$ cat src/rtl/port_pkg.sv
// rtl/port_pkg.sv - shared port count, pointer width and FIFO status types
package port_pkg;

  // Number of ports for a given select width.
  function automatic int port_count(input int port_exp);
    return 1 << port_exp;
  endfunction

  // Pointer width: one extra wrap bit distinguishes full from empty.
  function automatic int ptr_w(input int depth);
    return $clog2(depth) + 1;
  endfunction

  typedef struct packed {
    logic full;
    logic empty;
  } fifo_status_t;

endpackage

$ cat src/rtl/port_fifo.sv
// rtl/port_fifo.sv - show-ahead FIFO with wrap-bit pointers and unreset storage
module port_fifo
  import port_pkg::*;
#(
  parameter int DATA_W     = 16,
  parameter int FIFO_DEPTH = 4
) (
  input  logic              clk,
  input  logic              reset,
  input  logic              push,
  input  logic [DATA_W-1:0] push_data,
  input  logic              pop,
  output logic [DATA_W-1:0] head,
  output fifo_status_t      status
);

  localparam int PW = ptr_w(FIFO_DEPTH);
  localparam int AW = PW - 1;

  logic [DATA_W-1:0] mem [FIFO_DEPTH];
  logic [PW-1:0]     wr_ptr;
  logic [PW-1:0]     rd_ptr;
  logic              do_push;
  logic              do_pop;

  // Status from the pre-edge pointers; requests are gated so a push to a
  // full FIFO or a pop from an empty one never takes effect.
  always_comb begin
    status.empty = (wr_ptr == rd_ptr);
    status.full  = (wr_ptr[PW-1] != rd_ptr[PW-1]) && (wr_ptr[AW-1:0] == rd_ptr[AW-1:0]);
    do_push      = push && !status.full;
    do_pop       = pop && !status.empty;
  end

  assign head = mem[rd_ptr[AW-1:0]];

  // Pointer update; power-of-two depth lets the pointers wrap on their own.
  always_ff @(posedge clk or posedge reset) begin
    if (reset) begin
      wr_ptr <= '0;
      rd_ptr <= '0;
    end else begin
      if (do_push) wr_ptr <= wr_ptr + PW'(1);
      if (do_pop)  rd_ptr <= rd_ptr + PW'(1);
    end
  end

  // Storage is deliberately left out of reset.
  always_ff @(posedge clk) begin
    if (do_push) mem[wr_ptr[AW-1:0]] <= push_data;
  end

endmodule

$ cat src/rtl/port_hub.sv
// rtl/port_hub.sv - CPU/external port hub with per-port RX/TX FIFOs; PORT_HUB_IRQ_EN adds irq and irq_mask
module port_hub
  import port_pkg::*;
#(
  parameter int DATA_W     = 16,
  parameter int PORT_EXP   = 2,
  parameter int FIFO_DEPTH = 4
) (
  input  logic                                              clk,
  input  logic                                              reset,
  input  logic                                              cpu_read,
  input  logic                                              cpu_write,
  input  logic [PORT_EXP-1:0]                               cpu_addr,
  input  logic [DATA_W-1:0]                                 cpu_d_in,
  output logic [DATA_W-1:0]                                 cpu_d_out,
  output logic                                              cpu_stall,
  input  logic [port_count(PORT_EXP)-1:0][DATA_W-1:0]       ext_d_in,
  input  logic [port_count(PORT_EXP)-1:0]                   ext_valid_in,
  output logic [port_count(PORT_EXP)-1:0]                   ext_ready_in,
  output logic [port_count(PORT_EXP)-1:0][DATA_W-1:0]       ext_d_out,
  output logic [port_count(PORT_EXP)-1:0]                   ext_valid_out,
  input  logic [port_count(PORT_EXP)-1:0]                   ext_ready_out,
  output logic [port_count(PORT_EXP)-1:0]                   port_inform_write,
  output logic [port_count(PORT_EXP)-1:0]                   port_inform_read
`ifdef PORT_HUB_IRQ_EN
  ,
  output logic                                              irq
`endif
);

  localparam int PORT_COUNT = port_count(PORT_EXP);

  fifo_status_t            rx_st   [PORT_COUNT];
  fifo_status_t            tx_st   [PORT_COUNT];
  logic [DATA_W-1:0]       rx_head [PORT_COUNT];
  logic [PORT_COUNT-1:0]   rx_pop;
  logic [PORT_COUNT-1:0]   tx_push;
  logic                    mask_wr;
  logic                    wr_ok;
  logic                    rd_ok;

  for (genvar p = 0; p < PORT_COUNT; p++) begin : g_port
    port_fifo #(.DATA_W(DATA_W), .FIFO_DEPTH(FIFO_DEPTH)) u_rx (
      .clk       (clk),
      .reset     (reset),
      .push      (ext_valid_in[p]),
      .push_data (ext_d_in[p]),
      .pop       (rx_pop[p]),
      .head      (rx_head[p]),
      .status    (rx_st[p])
    );

    port_fifo #(.DATA_W(DATA_W), .FIFO_DEPTH(FIFO_DEPTH)) u_tx (
      .clk       (clk),
      .reset     (reset),
      .push      (tx_push[p]),
      .push_data (cpu_d_in),
      .pop       (ext_ready_out[p]),
      .head      (ext_d_out[p]),
      .status    (tx_st[p])
    );

    assign ext_ready_in[p]  = !rx_st[p].full;
    assign ext_valid_out[p] = !tx_st[p].empty;
  end

  // CPU request decode: read and write are judged independently against
  // their own FIFO, and a stalled side produces no push or pop.
  always_comb begin
    mask_wr = 1'b0;
`ifdef PORT_HUB_IRQ_EN
    mask_wr = cpu_write && (cpu_addr == '1) && cpu_d_in[DATA_W-1];
`endif
    wr_ok     = cpu_write && !mask_wr && !tx_st[cpu_addr].full;
    rd_ok     = cpu_read && !rx_st[cpu_addr].empty;
    cpu_stall = (cpu_write && !mask_wr && tx_st[cpu_addr].full) ||
                (cpu_read && rx_st[cpu_addr].empty);
    tx_push           = '0;
    rx_pop            = '0;
    tx_push[cpu_addr] = wr_ok;
    rx_pop[cpu_addr]  = rd_ok;
  end

  // Read data capture and one-cycle accept strobes.
  always_ff @(posedge clk or posedge reset) begin
    if (reset) begin
      cpu_d_out         <= '0;
      port_inform_write <= '0;
      port_inform_read  <= '0;
    end else begin
      port_inform_write <= tx_push;
      port_inform_read  <= rx_pop;
      if (rd_ok) cpu_d_out <= rx_head[cpu_addr];
    end
  end

`ifdef PORT_HUB_IRQ_EN
  logic [PORT_COUNT-1:0] irq_mask;
  logic [PORT_COUNT-1:0] rx_nonempty;

  // Collect per-port RX occupancy for the interrupt.
  always_comb begin
    rx_nonempty = '0;
    for (int p = 0; p < PORT_COUNT; p++) rx_nonempty[p] = !rx_st[p].empty;
  end

  // Mask register and registered interrupt output.
  always_ff @(posedge clk or posedge reset) begin
    if (reset) begin
      irq_mask <= '0;
      irq      <= 1'b0;
    end else begin
      if (mask_wr) irq_mask <= cpu_d_in[PORT_COUNT-1:0];
      irq <= |(rx_nonempty & irq_mask);
    end
  end
`endif

endmodule
$ cat config.mk
export PLATFORM = sky130hd
export DESIGN_NAME = port_hub
export DESIGN_NICKNAME = d
export VERILOG_FILES = /design/src/rtl/port_pkg.sv /design/src/rtl/port_fifo.sv /design/src/rtl/port_hub.sv
export SDC_FILE = /design/constraint.sdc
export NUM_CORES = 1
export LEC_CHECK = 0
export CORE_MARGIN = 10
export CORE_UTILIZATION = 58
export DETAILED_ROUTE_END_ITERATION = 10
export GPL_TIMING_DRIVEN = 0
export PLACE_DENSITY_LB_ADDON = 0.3
export SLEW_MARGIN = 5
export SYNTH_ARGS = -nofsm -noshare
export SYNTH_HDL_FRONTEND = slang
export SYNTH_SLANG_ARGS = --single-unit
$ cat constraint.sdc
create_clock -name clk -period 2.95 [get_ports clk]
set_input_delay 0.295 -clock clk [delete_from_list [all_inputs] [get_ports clk]]
set_output_delay 0.295 -clock clk [all_outputs]
set_load 0.005 [all_outputs]
==> key figures, run 1 <==
Timing
  • Final hold vios: 0
  • Maximum frequency from static timing analysis: around 350 MHz
  • Relative max-transition margin: 35.4%
  • RSZ-0062 raised after global routing: true
  • Final WS setup: 81.1 ps
  • Final setup violation count: 0
  • Total count of max-transition violations in the final report: 0
  • Clock tree skew after final layout: between 15 and 20 ps
  • Final period demand of the worst path: 2870 ps
  • Slew @ Worst Pin: just under 1000 ps
  • Post-route clock period utilization: a little over nine tenths

Critical path
  • Buf/Inv on CP: 3
  • Critical R2R Launch: g_port[0].u_tx.rd_ptr[1]
  • Data required, critical path: 2650 ps
  • Max FO, Critical Path: 8
  • Highest cell delay on the worst timing path: around 490 ps
  • Startpoint of the most critical setup path: g_port[0].u_rx.rd_ptr[0]
  • Arrival time at the worst endpoint: between 2000 and 3000 ps
  • Type of element launching the critical path: flop
  • Crit path kind: flop to output pin
  • Crit-path slowest cell: mux4_2
  • Category of the worst setup path capture point: output pin
  • Cell seen most often among critical-path stages: buf_6
  • Ordered list of cells on the worst path: buf_8 > xor2_1 > or3_1 > buf_6 > mux4_2 > o22ai_2 > buf_6
  • CP delay by family, top: multiplexers

Clock tree
  • Clock root buffer master: clkbuf_16
  • Longest Clk Path Bufs: 3
  • TritonCTS Buffers: 55
  • TritonCTS Sinks: slightly below 600
  • CTS tree: done
  • Post-CTS clock slew at the launch and capture registers of the worst setup and hold paths: about 60 ps
  • Max H-tree Level: 2
  • Clock latency on the worst-skew pair: ~600 ps

GRT
  • Total GRT Usage: between 20 and 25%
  • Vias in the first global route: around 11,000
  • Overflow left after global routing: 0
  • Antenna violations before repair: 4
  • First-pass GRT wire length: between 70,000 and 80,000 um
  • Maximum number of pins on one net before global-route repair: 61

Final layout
  • Sequential cell area: between 15,000 and 20,000 um2
  • NumNets Final: 1,415
  • Area of all placed cells without fillers: ~27,000 um2
  • Combined area of the multi-input logic cells: between 5000 and 6000 um2
  • Fraction of layout instances using a drive strength above 1: a little under a quarter
  • Area growth, synth to finish: 19.8%
  • Number of filler instances in the final layout: ~2,300

Synthesis
  • Fraction of post-synthesis cell area in the top cell type by area: about two thirds
  • Post-synth top area cell: edfxtp_1
  • Count of distinct cell types in the synthesized netlist: 39
  • Cell area after synthesis: approximately 23,000 um2
  • Sequential area share after synthesis: 75.8%
  • Register bit count reported by yosys: 584
  • Synthesized instance count: between 1,000 and 1,500
  • Synthesis warning total: 0
  • Cell types occupying the most area after synthesis: edfxtp_1 68%, mux4_2 13%, dfrtp_1 7.9%, ha_1 2.2%, xnor2_1 1.1%
  • Number of nets in the synthesized netlist: approximately 1,200
  • Synthesized area per cell: about 22 um2

Pwr
  • Power per cell area: 983 nW/um2
  • Worst-case vdd ir drop: 642 uV
  • Static leakage: 0.00926 uW

Drt
  • Total routed wirelength: roughly 48,000 um
  • Pre-antenna DRT Iters: 4
  • Routed via count divided by cell count: 5.85
  • 1st-iter DRT viols: around 840
  • DRC viols: 0
  • Post-route antenna net violation count: 0
  • Average wire per cell in the routed design: 25.9 um
  • Number of vias after detailed routing: roughly 11,000

Floorplan
  • Top-level I/O count: approximately 190
  • Die Height: about 220 um
  • Width of the die: 218 um
  • Effective utilization at floorplan: roughly three fifths
  • Area of the die: approximately 47,000 um2
  • Cell Rows: ~70
  • Core Region: 38,600 um2

Place
  • Sum of net half-perimeters after detailed placement: around 32,000 um
  • Port buffer count: between 150 and 200
  • Post-DP Area: between 20,000 and 30,000 um2
  • Worst slack after detailed placement: -301 ps
  • Routability-driven placement congestion ratio: between 0.7 and 0.8

Worst hold path
  • Launch point of the worst hold path: ext_d_in[49]
  • Worst min path class: input port to flop

Outcome
  • Status: finished clean

Job
  • Number of maximum-capacitance constraint violations: 0
stage by stage:
stage / total power, uW / util (%) / std cells / TNS, ps / hold slack (ps)
after floorplan: 16200 / - / 1032 / 0 / 394
after global placement: 19500 / 65.2 / 1738 / -92430 / 473
after detailed placement: 19800 / 65.3 / 1739 / -49700 / 478
after CTS: 26900 / 70.1 / 1842 / 0 / 286
after global routing: 27900 / 70.2 / 1845 / -4380 / 317
final: 26700 / 70.2 / 1845 / 0 / 314
power by group:
part | internal, uW | switching (uW) | total [uW]
Sequential | 10600 | 636 | 11200
Combinational | 4360 | 4110 | 8480
Clock | 4030 | 2950 | 6980
registers in the layout, summed over array words and instances (netlist names):
register,cells
g_port.u_rx.mem,256
g_port.u_tx.wr_ptr,12
g_port.u_tx.rd_ptr,12
g_port.u_tx.mem,256
port_inform_read,4
g_port.u_rx.rd_ptr,12
port_inform_write,4
cpu_d_out,16
g_port.u_rx.wr_ptr,12
cells in the mapped netlist:
cell type and instances:
a2111o_1 1, a21boi_1 4, a21oi_1 4, a221o_1 6
a22o_1 3, a22oi_1 6, a311o_1 1, a31oi_1 3
and2_1 29, and2_4 1, and3_1 7, and4_1 5
buf_1 5, buf_2 13, buf_4 4, buf_6 4
clkbuf_1 19, clkbuf_2 4, dfrtp_1 72, edfxtp_1 512
ha_1 40, inv_1 19, mux2_2 22, mux4_1 6
mux4_2 133, nand2_1 19, nand3_1 7, nand3b_1 4
nand4_1 4, nor2_1 5, nor2b_1 2, nor3_1 1
nor4_1 2, o21ai_0 4, o22ai_1 1, or3_1 3
xnor2_1 29, xor2_1 26, xor2_2 2
metal layers:
metal  GRT usage, %  vias up  wire length (um)
met2           33.7      389             24600
met1           26.0     5629             18300
met4           8.13        6              1580
met5              0        -                34
li1               -     4690                 -
met3           4.17       79              3190
final cells by class:
class	count	area share (%)
inverters	19	0.272
multi-input cells	380	19.3
plain buffers	49	1.13
repair buffers	192	7.13
diodes	1	0.00922
well taps	518	2.39
flip-flops and latches	584	63.3
clock buffers	62	5.17
clock inverters	40	1.38
logic make-up after synthesis:
family / Yosys count / synth area share, %
DFF: 584 / 75.8
muxes: 161 / 15.0
and+or+nand+nor: 89 / 2.24
buffers and inverters: 68 / 1.42
xor gates and xnor gates: 57 / 2.27
adders and majority gates: 40 / 2.21
AOI/OAI and AO/OA: 33 / 1.09
final timing paths:
check	endpoint	slack (ps)	depth (start not counted)
max	cpu_stall	80	7
min	g_port[3].u_rx.mem[0][1]	310	1
max reg2reg	g_port[2].u_tx.mem[1][12]	120	8
min reg2reg	g_port[1].u_rx.rd_ptr[2]	490	1
max in group asynchronous	g_port[0].u_tx.rd_ptr[0]	1790	4
min in group asynchronous	port_inform_read[1]	540	3
cells in the final DEF (no fill, tap or decap), types with 3 or more instances in the layout:
cell and count:
a22oi_1 6, mux4_2 133, clkdlybuf4s50_1 187, clkbuf_2 8, buf_6 9, nor2_1 4
xnor2_1 28, edfxtp_1 512, ha_1 40, a22o_1 3, a21boi_1 4, a221o_1 6
o21ai_0 4, buf_4 9, xor2_1 26, clkinv_2 15, bufinv_16 7, clkbuf_1 21
and2_1 17, inv_1 18, dfrtp_1 72, nand3b_1 4, and2_4 10, and3_1 7
a31oi_1 3, nand4_1 4, and4_2 4, clkinv_1 13, a21oi_1 4, mux2_2 22
nand3_1 7, and2_2 3, buf_2 9, mux4_1 6, inv_6 3, clkbuf_16 55
nand2_1 19
repair_timing:
action / CTS / global route
pin swaps: 0 / 2
buffers inserted: 0 / 2
endpoints found under the hold margin: 12 / 0
resized for setup: 51 / 23
setup endpoints to repair: 229 / 269
hold buffers: 1 / 0
Note: power is estimated with default switching activity, not from simulation.
==> inputs of run 2 (changes only) <==
==> constraint.sdc (replaced) <==
create_clock -name clk -period 3 [get_ports clk]
set_input_delay 0.3 -clock clk [delete_from_list [all_inputs] [get_ports clk]]
set_output_delay 0.3 -clock clk [all_outputs]
set_load 0.005 [all_outputs]
==> run 2 against run 1 <==
  * Power decreased by 1.9%
  * Worst setup slack improved by 23 ps
  * Clock skew about the same
  * Worst hold slack improved by 6.0 ps
  * Largest cell class unchanged
==> key figures, run 2 (synthesized netlist as in run 1, its figures left out) <==
Outcome
  • Status: finished clean (unchanged)

GRT
  • Met2 track demand over resource in global routing: 33.7% (unchanged)
  • Global routing met1 resource utilization: 26.0% (about the same)
  • Total GRT Usage: 20.3% (about the same)
  • GR peak layer: met2 (unchanged)
  • Overflow left after global routing: 0 (unchanged)
  • First-pass GRT wire length: 71,500 um (about the same)
  • Antenna violations before repair: 4 (unchanged)
  • Vias in the first global route: 11,400 (about the same)
  • Met3 demand-to-capacity share in global routing: 4.17% (unchanged)
  • Maximum number of pins on one net before global-route repair: 61 (unchanged)

Place
  • Routability-driven placement congestion ratio: 0.762 (unchanged)
  • Post-DP Area: 25,200 um2 (unchanged)
  • Number of placed instances with taps included: 1,739 (unchanged)
  • Port buffer count: 188 (unchanged)
  • Sum of net half-perimeters after detailed placement: 31,700 um (unchanged)

Floorplan
  • Die Height: 218 um (unchanged)
  • Width of the die: 218 um (unchanged)
  • Core Region: 38,600 um2 (unchanged)
  • Cell Rows: 72 (unchanged)
  • Effective utilization at floorplan: 58.7% (unchanged)
  • Area of the die: 47,400 um2 (unchanged)
  • Top-level I/O count: 191 (unchanged)

Pwr
  • Worst-case vdd ir drop: 628 uV (was 642 uV)
  • Tot Pwr: 26,200 uW (was 26,700 uW)
  • Power per cell area: 966 nW/um2 (was 983 nW/um2)
  • Static leakage: 0.00925 uW (was 0.00926 uW)

Timing
  • Clock tree skew after final layout: 18.1 ps (was 17.9 ps)
  • Relative max-transition margin: 36.0% (was 35.4%)
  • RSZ-0062 raised after global routing: true (unchanged)
  • Post-route clock period utilization: 96.5%
  • Slew @ Worst Pin: 959 ps (was 969 ps)
  • Total count of max-transition violations in the final report: 0 (unchanged)
  • Final period demand of the worst path: 2900 ps
  • Aggregate negative setup slack: 0 ps (unchanged)
  • Final hold vios: 0 (unchanged)
  • Final setup violation count: 0 (unchanged)
  • Maximum frequency from static timing analysis: between 300 and 400 MHz

Drt
  • Average wire per cell in the routed design: 25.9 um (about the same)
  • DRC viols: 0 (unchanged)
  • 1st-iter DRT viols: 825 (was 838)
  • Post-route antenna net violation count: 0 (unchanged)
  • Routed via count divided by cell count: 5.84 (was 5.85)
  • Pre-antenna DRT Iters: 4 (unchanged)
  • Total routed wirelength: 47,700 um (was 47,800 um)
  • Number of vias after detailed routing: 10,800 (about the same)

Critical path
  • Category of the worst setup path capture point: output pin (unchanged)
  • Arrival time at the worst endpoint: 2600 ps (was 2570 ps)
  • Type of element launching the critical path: flop (unchanged)
  • Data required, critical path: 2700 ps (was 2650 ps)
  • Crit path kind: flop to output pin (unchanged)
  • Max FO, Critical Path: 9 (was 8)

Clock tree
  • TritonCTS Buffers: 55 (unchanged)
  • Max H-tree Level: 2 (unchanged)
  • Clock latency on the worst-skew pair: 600 ps (about the same)
  • TritonCTS Sinks: 584 (unchanged)
  • Clock root buffer master: clkbuf_16 (unchanged)
  • CTS tree: done (unchanged)
  • Post-CTS clock slew at the launch and capture registers of the worst setup and hold paths: 60 ps (about the same)
  • Longest Clk Path Bufs: 3 (unchanged)

Final layout
  • Area of all placed cells without fillers: 27,100 um2 (about the same)
  • Fraction of layout instances using a drive strength above 1: 22.2% (was 22.5%)
  • NumNets Final: 1,414 (was 1,415)
  • Area growth, synth to finish: 19.6% (was 19.8%)
  • Most used cells in the layout excluding fill and tap cells: 512 x edfxtp_1, 187 x clkdlybuf4s50_1, 133 x mux4_2 (unchanged)
  • Final non-filler cell total: 1,844 (was 1,845)
  • Most common cell after layout, fill and taps aside: edfxtp_1 (unchanged)

Worst hold path
  • Worst min path class: input port to flop (unchanged)

Job
  • Number of maximum-capacitance constraint violations: 0 (unchanged)
[run 2: cell count changes in the layout (fill, tap and decap cells not counted)]
cell / before / now
buf_6: 9 / 5
and4_1: 1 / 4
and4_2: 4 / 1
clkbuf_4: 1 / 3
buf_4: 9 / 10
xnor2_1: 28 / 29
xnor2_2: 1 / 0
[run 2: cell type report]
type | instances | area (um2)
antenna | 1 | 2.50
timing repair buffer | 191 | 1930
multi-input combinational | 380 | 5220
tap | 518 | 648
clock buffer | 62 | 1400
clock inverter | 40 | 375
buffer | 49 | 292
sequential | 584 | 17200
inverter | 19 | 73.8
fill | 2318 | 11500
[run 2: routing by layer]
layer	routed length, um	vias up
li1	-	4691
met1	18600	5632
met2	24500	371
met3	3050	77
met4	1560	6
met5	34	-
[run 2: timing repair]
item | CTS | global route
resized for setup | 46 | 20
gates cloned | 0 | 0
setup endpoints to repair | 229 | 261
pin swaps | 0 | 2
buffers inserted | 0 | 1
endpoints found under the hold margin | 12 | 0
hold buffers | 1 | 0
[run 2: worst paths after layout]
check,startpoint,end,slack [ps],cells after the start
max in group asynchronous,reset,g_port[0].u_tx.rd_ptr[0],1830,4
setup reg to reg,g_port[0].u_tx.rd_ptr[1],g_port[2].u_tx.mem[1][12],160,8
hold reg to reg,g_port[0].u_rx.wr_ptr[2],g_port[0].u_rx.wr_ptr[2],490,1
min in group asynchronous,reset,g_port[1].u_rx.wr_ptr[2],540,3
hold / removal,ext_d_in[49],g_port[3].u_rx.mem[0][1],320,1
setup / recovery,g_port[2].u_rx.rd_ptr[1],cpu_stall,100,6
[run 2: power breakdown]
part	leakage [uW]	internal, uW	total (uW)	switching [uW]
Sequential	0.00552	10400	11000	623
Clock	0.000878	3960	6870	2910
Combinational	0.00285	4250	8280	4030
Total	0.00925	18600	26200	7560
[run 2: worst max-delay path, stage by stage (launching register included)]
cell and delay [ps]:
dfrtp_1 380, buf_2 210, xor2_1 230, or3_1 390
mux4_2 500, o22ai_2 130, buf_6 140
[run 2: per-stage QoR]
stage / setup slack [ps] / hold WS (ps) / utilization [%]
6_report: 104 / 320 / 70.2
3_5_place_dp: -256 / 478 / 65.3
3_3_place_gp: -764 / 473 / 65.2
2_1_floorplan: 623 / 399 / -
4_1_cts: 5.29 / 291 / 70.0
5_1_grt: -66.5 / 322 / 70.2
==> inputs of run 3 (changes only) <==
--- a/config.mk
+++ b/config.mk
@@ -6,10 +6,10 @@
 export NUM_CORES = 1
 export LEC_CHECK = 0
 export CORE_MARGIN = 10
-export CORE_UTILIZATION = 58
+export CORE_UTILIZATION = 33
 export DETAILED_ROUTE_END_ITERATION = 10
 export GPL_TIMING_DRIVEN = 0
-export PLACE_DENSITY_LB_ADDON = 0.3
+export PLACE_DENSITY = 0.56
 export SLEW_MARGIN = 5
 export SYNTH_ARGS = -nofsm -noshare
 export SYNTH_HDL_FRONTEND = slang
==> run 3 against run 2 <==
  * Non-clock buffer count unchanged
  * Critical endpoint unchanged
  * Via count down 0.16%
  * Critical path type unchanged
  * Cell count up 20%
==> key figures, run 3 (synthesized netlist as in run 1, its figures left out) <==
Timing
  • Maximum frequency from static timing analysis: 343 MHz (was 345 MHz)
  • Total count of max-transition violations in the final report: 0 (unchanged)
  • Slew @ Worst Pin: 1050 ps (was 959 ps)
  • Final hold vios: 0 (unchanged)
  • Post-route clock period utilization: 97.1% (was 96.5%)
  • Final setup violation count: 0 (unchanged)
  • RSZ-0062 raised after global routing: true (unchanged)
  • Relative max-transition margin: 29.9% (was 36.0%)
  • Final period demand of the worst path: 2910 ps (was 2900 ps)
  • Fin Hold WS: 71.8 ps (was 320 ps)
  • Clock tree skew after final layout: 27.6 ps (was 18.1 ps)

Outcome
  • Status: finished clean (unchanged)

Clock tree
  • Longest Clk Path Bufs: 3 (unchanged)
  • Max H-tree Level: 2 (unchanged)
  • Post-CTS clock slew at the launch and capture registers of the worst setup and hold paths: 60 ps (about the same)
  • Clock latency on the worst-skew pair: 610 ps (was 600 ps)
  • Hold bufs inserted after CTS: 0 (was 1)
  • TritonCTS Sinks: 584 (unchanged)
  • CTS tree: done (unchanged)
  • Clock root buffer master: clkbuf_16 (unchanged)
  • TritonCTS Buffers: 59 (was 55)

Floorplan
  • Effective utilization at floorplan: 33.2% (was 58.7%)
  • Die Height: 282 um (was 218 um)
  • Width of the die: 282 um (was 218 um)
  • Core Region: 68,300 um2 (was 38,600 um2)
  • Top-level I/O count: 191 (unchanged)
  • Area of the die: 79,600 um2 (was 47,400 um2)
  • Cell Rows: 96 (was 72)

Final layout
  • Most used cells in the layout excluding fill and tap cells: 512 x edfxtp_1, 187 x clkdlybuf4s50_1, 133 x mux4_2 (unchanged)
  • Area growth, synth to finish: 22.5% (was 19.6%)
  • NumNets Final: 1,418 (was 1,414)
  • Most common cell after layout, fill and taps aside: edfxtp_1 (unchanged)
  • End-of-flow core utilization: 40.6% (was 70.2%)
  • Sequential cell area: 17,200 um2 (unchanged)
  • Fraction of layout instances using a drive strength above 1: 22.6% (was 22.2%)
  • Area of all placed cells without fillers: 27,800 um2 (was 27,100 um2)
  • Combined area of the multi-input logic cells: 5230 um2 (was 5220 um2)
  • Number of filler instances in the final layout: 5,986 (was 2,318)

Place
  • Routability-driven placement congestion ratio: 0.734 (was 0.762)
  • Port buffer count: 188 (unchanged)
  • Post-DP Area: 25,700 um2 (was 25,200 um2)
  • Sum of net half-perimeters after detailed placement: 36,000 um (was 31,700 um)

GRT
  • First-pass GRT wire length: 76,800 um (was 71,500 um)
  • Total GRT Usage: 13.1% (was 20.3%)
  • Vias in the first global route: 11,300 (was 11,400)
  • Maximum number of pins on one net before global-route repair: 44 (was 61)
  • Overflow left after global routing: 0 (unchanged)
  • Antenna violations before repair: 5 (was 4)

Drt
  • Average wire per cell in the routed design: 23.6 um (was 25.9 um)
  • Post-route antenna net violation count: 0 (unchanged)
  • Routed via count divided by cell count: 4.85 (was 5.84)
  • WL met1: 21,800 um (was 18,600 um)
  • Met3 wirelength from detailed routing: 2720 um (was 3050 um)
  • Number of vias after detailed routing: 10,800 (about the same)
  • Pre-antenna DRT Iters: 5 (was 4)
  • DRC viols: 0 (unchanged)
  • Routed length on met2: 27,000 um (was 24,500 um)
  • 1st-iter DRT viols: 744 (was 825)
  • Uppermost routed layer: met5 (unchanged)
  • Total routed wirelength: 52,400 um (was 47,700 um)

Critical path
  • Type of element launching the critical path: flop (unchanged)
  • Worst r2r dst: g_port[0].u_tx.mem[1][13] (was g_port[2].u_tx.mem[1][12])
  • Crit path kind: flop to output pin (unchanged)
  • Critical R2R Launch: g_port[0].u_tx.rd_ptr[1] (unchanged)
  • Category of the worst setup path capture point: output pin (unchanged)
  • Critical Path Sink: cpu_stall (unchanged)
  • Data required, critical path: 2700 ps (about the same)
  • Reg2Reg Depth: 8 (unchanged)
  • Arrival time at the worst endpoint: 2610 ps (was 2600 ps)
  • Register-to-register path setup slack: 120 ps (was 160 ps)
  • Max FO, Critical Path: 9 (unchanged)
  • Startpoint of the most critical setup path: g_port[1].u_rx.rd_ptr[1] (was g_port[2].u_rx.rd_ptr[1])

Pwr
  • Static leakage: 0.00932 uW (was 0.00925 uW)
  • Internal portion of total power: 19,000 uW (was 18,600 uW)
  • Relative contribution of sequential cells to total power: 41.1% (was 42.2%)
  • Comb pwr share: 31.5% (was 31.6%)
  • Tot Pwr: 26,800 uW (was 26,200 uW)
  • Power per cell area: 967 nW/um2 (was 966 nW/um2)
  • Net Switching: 7840 uW (was 7560 uW)
  • Proportion of power drawn by the clock network: 27.4% (was 26.2%)
  • Worst-case vdd ir drop: 591 uV (was 628 uV)
  • Net Sw Frac: 29.2% (was 28.9%)

Job
  • Number of maximum-capacitance constraint violations: 0 (unchanged)

Worst hold path
  • Worst min path class: input port to async pin (was input port to flop)
## run 3: cell type report
type / instances / share of cell area [%]
clock buffers: 73 / 5.58
inverters: 19 / 0.266
clock inverters: 38 / 1.47
plain buffers: 49 / 1.06
multi-input cells: 380 / 18.8
diodes: 1 / 0.00901
flip-flops and latches: 584 / 61.9
well taps: 882 / 3.97
repair buffers: 191 / 6.93
## run 3: worst min-delay path by stage
stage	startpoint	endpoint	slack, ps	depth (start not counted)
6_report	reset	port_inform_write[2]	70	2
3_3_place_gp	g_port[2].u_rx.wr_ptr[2]	g_port[2].u_rx.wr_ptr[2]	470	1
5_1_grt	reset	port_inform_write[2]	90	2
3_5_place_dp	g_port[1].u_tx.wr_ptr[2]	g_port[1].u_tx.wr_ptr[2]	470	1
2_1_floorplan	ext_d_in[0]	g_port[0].u_rx.mem[0][0]	400	0
4_1_cts	reset	g_port[2].u_tx.wr_ptr[1]	80	2
## run 3: power groups by stage
stage / combinational [uW] / sequential, uW / clock, uW
2_1_floorplan: 4900 / 11000 / 0
3_3_place_gp: 8430 / 11100 / 0
3_5_place_dp: 8510 / 11200 / 0
4_1_cts: 8650 / 11000 / 7530
5_1_grt: 9190 / 11200 / 7870
6_report: 8460 / 11000 / 7350
## run 3: critical path, stage by stage, from the launching register on
cell and delay, ps:
dfrtp_1 380, buf_4 190, xor2_2 190, or3_4 430
mux4_2 540, o22ai_2 130, buf_6 140
## run 3: timing repair
| item | CTS | global route |
|---|---|---|
| cloned | 0 | 0 |
| endpoints found under the hold margin | 0 | 0 |
| buffers inserted | 0 | 2 |
| pin swaps | 0 | 1 |
| resized for setup | 53 | 18 |
| setup endpoints to repair | 229 | 226 |
## run 3: per-stage QoR
step                      worst slack (ps)  std cells  setup TNS (ps)
after global placement                -957       2102         -136350
after floorplan                        623       1032               0
after CTS                            -5.10       2214           -5.10
final                                 87.6       2217               0
after global routing                  -111       2216           -3130
after detailed placement              -421       2103          -81610
## run 3: per-layer routing
layer	vias to the layer above	track usage, %
met4	4	2.98
met5	-	0
met1	5709	16.6
met3	63	2.66
li1	4714	-
met2	270	22.8
